===== src/rtl/smem_output_ctrl.sv =====
// Drains the SMEM result RAM into the host write path through a small line FIFO.
// It requests the host writer, grants the RAM permission to stream, and throttles the RAM through the stall line.
module smem_output_ctrl #(
  parameter int FIFO_DEPTH = 4,
  parameter int CNT_WIDTH  = 16
) (
  input  logic                 clk,
  input  logic                 reset,
  input  logic                 pipe_stall_i,
  output logic                 stall_o,
  input  logic                 output_request_i,
  output logic                 output_permit_o,
  input  logic [511:0]         output_data_i,
  input  logic                 output_valid_i,
  input  logic                 output_finish_i,
  output logic                 host_req_o,
  input  logic                 host_gnt_i,
  output logic [511:0]         host_data_o,
  output logic                 host_valid_o,
  input  logic                 host_ready_i,
  output logic                 host_last_o,
  output logic [CNT_WIDTH-1:0] line_count_o,
  output logic                 batch_done_o
);

  // state | meaning
  // IDLE  | waiting for the result RAM to report a complete batch
  // REQ   | requesting the host write path
  // DRAIN | host owned, RAM streaming lines into the FIFO
  // FLUSH | RAM finished, emptying the FIFO to the host
  // DONE  | batch delivered, waiting for the request to drop

  localparam int AW = $clog2(FIFO_DEPTH);
  localparam logic [AW:0] FULL_OCC  = (AW+1)'(FIFO_DEPTH);
  localparam logic [AW:0] STALL_OCC = (AW+1)'(FIFO_DEPTH - 2);
  localparam logic [AW:0] ONE_OCC   = (AW+1)'(1);

  typedef enum logic [2:0] {IDLE, REQ, DRAIN, FLUSH, DONE} state_t;

  state_t               state_q, state_d;
  logic [511:0]         mem_q [FIFO_DEPTH];
  logic [AW-1:0]        wr_ptr_q, rd_ptr_q;
  logic [AW:0]          occ_q;
  logic                 overflow_q;
  logic [CNT_WIDTH-1:0] count_q;

  logic in_xfer, gnt_lost, fifo_empty, fifo_full;
  logic push, push_ok, pop, empty_next;

  assign in_xfer    = (state_q == DRAIN) || (state_q == FLUSH);
  assign gnt_lost   = in_xfer & ~host_gnt_i;
  assign fifo_empty = (occ_q == '0);
  assign fifo_full  = (occ_q == FULL_OCC);

  assign host_valid_o = ~fifo_empty & ~gnt_lost;
  assign pop          = host_valid_o & host_ready_i;
  assign push         = output_valid_i & in_xfer;
  assign push_ok      = push & (~fifo_full | pop);
  assign empty_next   = fifo_empty | ((occ_q == ONE_OCC) & pop & ~push_ok);

  // The threshold leaves one free slot for the line the RAM may launch as it samples stall.
  assign stall_o      = in_xfer ? (gnt_lost | (occ_q >= STALL_OCC)) : pipe_stall_i;
  assign host_data_o  = mem_q[rd_ptr_q];
  assign host_last_o  = (state_q == FLUSH) & (occ_q == ONE_OCC);
  assign line_count_o = count_q;

  always_comb begin
    state_d         = state_q;
    output_permit_o = 1'b0;
    host_req_o      = 1'b0;
    batch_done_o    = 1'b0;
    unique case (state_q)
      IDLE: begin
        if (output_request_i) state_d = REQ;
      end
      REQ: begin
        host_req_o = 1'b1;
        if (host_gnt_i) state_d = DRAIN;
      end
      DRAIN: begin
        host_req_o      = 1'b1;
        output_permit_o = 1'b1;
        if (output_finish_i && host_gnt_i) state_d = FLUSH;
      end
      FLUSH: begin
        host_req_o      = 1'b1;
        output_permit_o = 1'b1;
        if (empty_next && host_gnt_i) state_d = DONE;
      end
      DONE: begin
        batch_done_o = 1'b1;
        if (!output_request_i) state_d = IDLE;
      end
      default: state_d = IDLE;
    endcase
  end

  always_ff @(posedge clk or posedge reset) begin
    if (reset) begin
      state_q <= IDLE;
    end else begin
      state_q <= state_d;
    end
  end

  always_ff @(posedge clk or posedge reset) begin
    if (reset) begin
      for (int i = 0; i < FIFO_DEPTH; i++) mem_q[i] <= '0;
      wr_ptr_q   <= '0;
      rd_ptr_q   <= '0;
      occ_q      <= '0;
      overflow_q <= 1'b0;
    end else begin
      if (push_ok) begin
        mem_q[wr_ptr_q] <= output_data_i;
        wr_ptr_q        <= wr_ptr_q + 1'b1;
      end
      if (pop) rd_ptr_q <= rd_ptr_q + 1'b1;
      unique case ({push_ok, pop})
        2'b10:   occ_q <= occ_q + 1'b1;
        2'b01:   occ_q <= occ_q - 1'b1;
        default: occ_q <= occ_q;
      endcase
      if (push && !push_ok) overflow_q <= 1'b1;
    end
  end

  always_ff @(posedge clk or posedge reset) begin
    if (reset) begin
      count_q <= '0;
    end else if (state_q == IDLE && state_d == REQ) begin
      count_q <= '0;
    end else if (pop) begin
      count_q <= count_q + 1'b1;
    end
  end

  // A dropped line means the stall threshold no longer covers the RAM's launch latency.
  no_overflow: assert property (@(posedge clk) disable iff (reset) !overflow_q);

endmodule


===== config.mk =====
export PLATFORM = sky130hd
export DESIGN_NAME = smem_output_ctrl
export DESIGN_NICKNAME = d
export VERILOG_FILES = /design/src/rtl/smem_output_ctrl.sv
export SDC_FILE = /design/constraint.sdc
export NUM_CORES = 2
export LEC_CHECK = 0
export CORE_ASPECT_RATIO = 0.75
export CORE_MARGIN = 2
export CORE_UTILIZATION = 54
export CTS_CLUSTER_DIAMETER = 50
export CTS_CLUSTER_SIZE = 16
export DETAILED_ROUTE_END_ITERATION = 10
export HOLD_SLACK_MARGIN = 0.1
export MAX_ROUTING_LAYER = met4
export PLACE_DENSITY = 0.76
export RECOVER_POWER = 100
export SLEW_MARGIN = 20
export SYNTH_ARGS = -nofsm -noshare
export SYNTH_HDL_FRONTEND = slang
export SYNTH_SLANG_ARGS = --single-unit

===== constraint.sdc =====
create_clock -name clk -period 92.9 [get_ports clk]
set_input_delay 9.29 -clock clk [delete_from_list [all_inputs] [get_ports clk]]
set_output_delay 9.29 -clock clk [all_outputs]
set_load 0.01 [all_outputs]

-- Word-level counts from Yosys, hierarchy flattened
Index checks and enable logic that the tools add are counted.
- register bits: 2074
- output and inout bits: 534
- $lt $le $gt $ge: 4
- add/subtract/negate cells: 5
- reduce and logical (&&, ||, !) cells: 11
- multiplexer cells: 19
- eq/ne operators: 9
- bitwise logic cells: 18
- operators with widths (operator ; count):
    2048-bit bitwise mux ; 1
    512-bit two-way mux ; 3
    512-bit binary-select mux with 2-bit select ; 1
    512-bit demux with 2-bit select ; 1
    16-bit two-way mux ; 2
    16-bit by 1-bit adder with 16-bit output (second input constant) ; 1
    3-bit two-way mux ; 5
    3-bit case mux with 5 select lines ; 1
    3-bit by 1-bit == test with 1-bit output (second input constant) ; 3
    1-bit AND ; 8
    3-bit by 2-bit == test with 1-bit output (second input constant) ; 2
    3-bit == test (second input constant) ; 2
    3-bit greater-or-equal comparator (second input constant) ; 2
    3-bit zero test ; 2
    2-bit NOT with 3-bit output ; 2
    3-bit case mux with 2 select lines ; 1
    1-bit NOT ; 5
    2-bit by 1-bit adder with 2-bit output (second input constant) ; 2
    1-bit logical AND ; 4
    1-bit two-way mux ; 4
    2-bit nonzero test ; 2
    3-bit by 1-bit adder with 3-bit output (second input constant) ; 1
    3-bit by 2-bit greater-or-equal comparator with 1-bit output (second input constant) ; 1
    3-bit by 1-bit < comparator with 1-bit output (second input constant) ; 1
    7 further kinds ; 9

-- Depth between registers and ports, before layout
- depth after elaboration: 17
- depth in mapped cells: 7

-- Worst setup path after synthesis
Ideal clock, no wire load.
- path kind: input-to-output
- from: in host_gnt_i
- to: out host_valid_o
- stages: 2
- path slack: 73.635 ns
- data arrival time: 9.975 ns
- buffers on the path: 0
- required time: 83.610 ns
- path through: or3b_2 > and2_1
- cells in the longest elaborated chain, start to end: 4
- RTL lines (item ; line ; RTL):
    from (decl) ; 17 ; input logic host_gnt_i,
    1-bit NOT ; 51 ; assign gnt_lost = in_xfer & ~host_gnt_i;
    1-bit AND ; 51 ;
    1-bit NOT ; 55 ; assign host_valid_o = ~fifo_empty & ~gnt_lost;
    1-bit AND ; 55 ;
    to (decl) ; 19 ; output logic host_valid_o,
No other way between the ends.

==> impl_summary.log <==
[metrics] Post-synth EDFFs: 0
[metrics] number of standard cells after synthesis: 5118
[metrics] Leak: approximately 45 nW
[metrics] most repeated cell in the gate-level netlist after synthesis: sky130_fd_sc_hd__dfrtp_1
[metrics] Port-buffer cells: between 1000 and 1500
[metrics] count of pins over their slew limit: roughly 4800
[metrics] Async SR Flop Fraction: 100%
[metrics] number of storage elements in the synthesis netlist: a little over 2000
[metrics] violated checks: capacitance limit, slew limit
[metrics] setup total negative slack: 0 ns
[metrics] outcome: finished with violations
[metrics] via count of the first global-routing pass: 53300
[metrics] total nets after synthesis: between 5000 and 6000
[metrics] number of fillers in the final layout: 11600
[metrics] power density cells: between 40 and 50 nW/um^2
[metrics] Tot Pwr: approximately 4.3 mW
[metrics] detailed-route wire length per cell: approximately 26 um
[metrics] top-area cell type share of the netlist area: a little under three fifths
[metrics] cts repair resizes: 0
[metrics] Rel. slew slack: -536%
[metrics] Root Buffer: sky130_fd_sc_hd__clkbuf_16
[metrics] worst-margin pin slew: approximately 9.5 ns
[metrics] Die W: 476 um
[metrics] post-synthesis adder-cell area fraction: less than 1%
[metrics] DRC violation count after routing: 0
[metrics] cell accounting for the most synthesized area: sky130_fd_sc_hd__dfrtp_1
[metrics] quantity of hold-fixing buffers added after cts: 0
[metrics] type of the worst setup path: in -> async
[metrics] fin crit share: approximately a third
[metrics] maximum number of pins on one net before global-route repair: around 190
[metrics] largest family of logic cells by synthesized area: multiplexers
[metrics] data arrival time at the worst-slack endpoint: between 20 and 30 ns
[metrics] share of the yosys chip area belonging to registers: around 57%
[metrics] share of cells above drive strength 1: a little under half
[metrics] setup-violating endpoint count in the final report: 0
[metrics] Max Buffers Root-to-Sink: 3
[metrics] leading post-synthesis cells by cell area: sky130_fd_sc_hd__dfrtp_1, sky130_fd_sc_hd__mux2_2, sky130_fd_sc_hd__mux4_2, sky130_fd_sc_hd__buf_6, sky130_fd_sc_hd__buf_1
[metrics] min Tclk post-route: 30.53 ns
[metrics] Max-Cap Viols: 66
[metrics] wire length of the first global-routing pass: ~340000 um
[metrics] cell area after technology mapping: between 90000 and 100000 um^2
[metrics] post-CTS setup-driven buffer insertion count: 0
[metrics] Fin. Hold Viols: 0
[metrics] total congestion overflow after global routing: 0
[metrics] number of sinks driven by the clock tree: between 2000 and 2500
[metrics] Synth Area in XOR/XNOR: 0.0582%
[metrics] final wirelength: 221000 um
[metrics] CORE AREA: 165000 um^2
[metrics] drt via density: around 6
[metrics] detailed-routing iteration count for the pre-antenna-repair pass: 5
[metrics] type of the worst min-delay path: reg -> reg
[metrics] Compound-Gate Fraction of Synth Area: less than 1%
[metrics] crit path launch type: input port
[metrics] Die Ht: about 360 um
[metrics] number of H-tree branching levels: 4
[metrics] initial antenna violation count: between 70 and 80
[metrics] number of top-level design ports: roughly 1100
[metrics] total via count after detailed routing: roughly 50000
[metrics] simple-gate share of the synthesized area: 0.413%
[metrics] Commonest cells post-synth: sky130_fd_sc_hd__dfrtp_1, sky130_fd_sc_hd__mux2_2, sky130_fd_sc_hd__mux4_2
[metrics] DP HPWL: approximately 150000 um
[metrics] CTS tree: done
[metrics] Netlist cell types: 42
[metrics] Skew-Pair Late Insertion Delay: about 0.80 ns
[metrics] ANT nets after route: 0
[metrics] setup repair after global routing missed its margin: false
[metrics] placed cells: 8121
[metrics] skew final: roughly 0.034 ns
[metrics] std cell rows: roughly 130
[metrics] area enclosed by the die boundary: roughly 170000 um^2
[metrics] maximum clock frequency: approximately 33 MHz
[metrics] post-synthesis mux area share: a little under two fifths
[metrics] Worst VDD drop: 24.7 uV
[metrics] Iteration-0 DRC Markers: about 2600
[metrics] relative area change from synthesis to final layout: 18.3%
[metrics] Synth warnings: 0
[metrics] Critical Path Sink Type: async pin
[metrics] clock slew at the register clock pins of the worst setup and hold paths: 0.07 ns
[metrics] post-layout instance count excluding filler cells: about 8500
[metrics] number of buffers created by CTS: 169
[metrics] average size of a mapped cell: between 15 and 20 um^2
[metrics] overall track demand over capacity in global routing: between 20% and 30%
[metrics] Max Fanout on Critical Path: 178
[metrics] NumNets Final: ~6600
[metrics] dominant register cell in the synthesized netlist: sky130_fd_sc_hd__dfrtp_1
[metrics] Routability Congestion: between 0.8 and 0.9
[metrics] required time worst endpoint: roughly 90 ns
[metrics] starting density of the core: roughly 55%
[sequential cells by signal, indices dropped and copies added, names as in the netlist]
| register | flops |
|---|---|
| state_q | 3 |
| line_count_o | 16 |
| occ_q | 3 |
| rd_ptr_q | 2 |
| wr_ptr_q | 2 |
| mem_q | 2048 |
[logic make-up after synthesis]
logic type	count (synthesis)
flip-flops	2074
multiplexers	2562
buffers and inverters	355
adder cells (fa/ha/maj)	10
AND/OR/NAND/NOR	67
XOR/XNOR	6
AO/OA/AOI/OAI	44
[per-stage QoR]
step           instance area, um^2  utilization [%]  worst slack, ns  hold WS (ns)
2_1_floorplan                90300                -            25.02         0.474
3_3_place_gp                101000             61.3            72.57         0.481
3_5_place_dp                101000             61.3            72.56         0.487
4_1_cts                     107000             64.7            72.54         0.501
5_1_grt                     107000             64.6            57.71         0.508
6_report                    107000             64.6            62.37         0.498
[final timing paths]
kind	to	slack, ns	depth (start not counted)	start
max reg2reg	mem_q[1134]	76.67	7	occ_q[1]
max in group clk	mem_q[1134]	68.23	7	host_gnt_i
min in group asynchronous	mem_q[513]	10.63	2	reset
min reg2reg	mem_q[1026]	0.50	1	mem_q[1026]
min	mem_q[1026]	0.50	1	mem_q[1026]
max	mem_q[1284]	62.37	6	reset
[worst max-delay path, stage by stage]
cell and delay (ns):
sky130_fd_sc_hd__dlygate4sd3_1 0.54, sky130_fd_sc_hd__clkinvlp_2 3.05, sky130_fd_sc_hd__clkbuf_1 2.60, sky130_fd_sc_hd__clkbuf_1 6.52
sky130_fd_sc_hd__clkbuf_1 2.49, sky130_fd_sc_hd__clkbuf_1 4.96
[layout by cell type, fill, tap and decap left out, types with 2 or more instances in the layout]
master                            instances
sky130_fd_sc_hd__dfrtp_1               2073
sky130_fd_sc_hd__mux2_2                2043
sky130_fd_sc_hd__clkdlybuf4s50_1        529
sky130_fd_sc_hd__dlygate4sd3_1          524
sky130_fd_sc_hd__mux4_2                 512
sky130_fd_sc_hd__clkbuf_16              173
sky130_fd_sc_hd__diode_2                 75
sky130_fd_sc_hd__clkbuf_1                75
sky130_fd_sc_hd__clkbuf_8                19
sky130_fd_sc_hd__nand2_1                 17
sky130_fd_sc_hd__a21oi_1                 17
sky130_fd_sc_hd__bufinv_16               15
sky130_fd_sc_hd__clkinv_2                13
sky130_fd_sc_hd__inv_1                   11
sky130_fd_sc_hd__inv_6                   11
sky130_fd_sc_hd__ha_1                    10
sky130_fd_sc_hd__clkinv_8                 9
sky130_fd_sc_hd__o21ai_0                  8
sky130_fd_sc_hd__nor2_1                   7
sky130_fd_sc_hd__o31ai_1                  7
sky130_fd_sc_hd__or4_1                    7
sky130_fd_sc_hd__or3_1                    7
sky130_fd_sc_hd__buf_4                    7
sky130_fd_sc_hd__mux2_1                   6
sky130_fd_sc_hd__nand4_1                  6
sky130_fd_sc_hd__nand3_1                  6
sky130_fd_sc_hd__clkinv_4                 6
sky130_fd_sc_hd__clkinvlp_4               6
sky130_fd_sc_hd__xnor2_1                  5
sky130_fd_sc_hd__nand2b_1                 4
sky130_fd_sc_hd__a31oi_1                  3
sky130_fd_sc_hd__nor3_1                   3
sky130_fd_sc_hd__inv_16                   3
sky130_fd_sc_hd__and2_1                   2
sky130_fd_sc_hd__and4_1                   2
sky130_fd_sc_hd__clkinv_16                2
[per-layer routing]
layer | routed length [um] | up-vias | global-route usage (%)
li1 | - | 21200 | -
met1 | 86700 | 26800 | 32.2
met2 | 111000 | 1107 | 42.2
met3 | 11800 | 448 | 6.28
met4 | 11700 | 0 | 13.9
met5 | 0 | - | -
[layout make-up]
class / instances / area [um^2] / area share, %
inverters: 12 / 46.3 / 0.0433
diodes: 75 / 188 / 0.176
multi-input cells: 2689 / 35400 / 33.2
clock buffers: 207 / 4650 / 4.35
repair buffers: 1121 / 10800 / 10.1
flip-flops and latches: 2074 / 51900 / 48.6
clock inverters: 65 / 976 / 0.914
well taps: 2227 / 2790 / 2.61
[power by group]
group	internal [mW]	switching, mW	total (mW)
Combinational	1.20	0.807	2.00
Clock	0.401	0.341	0.742
Sequential	1.37	0.230	1.60
Power figures use the tool's default switching activity.
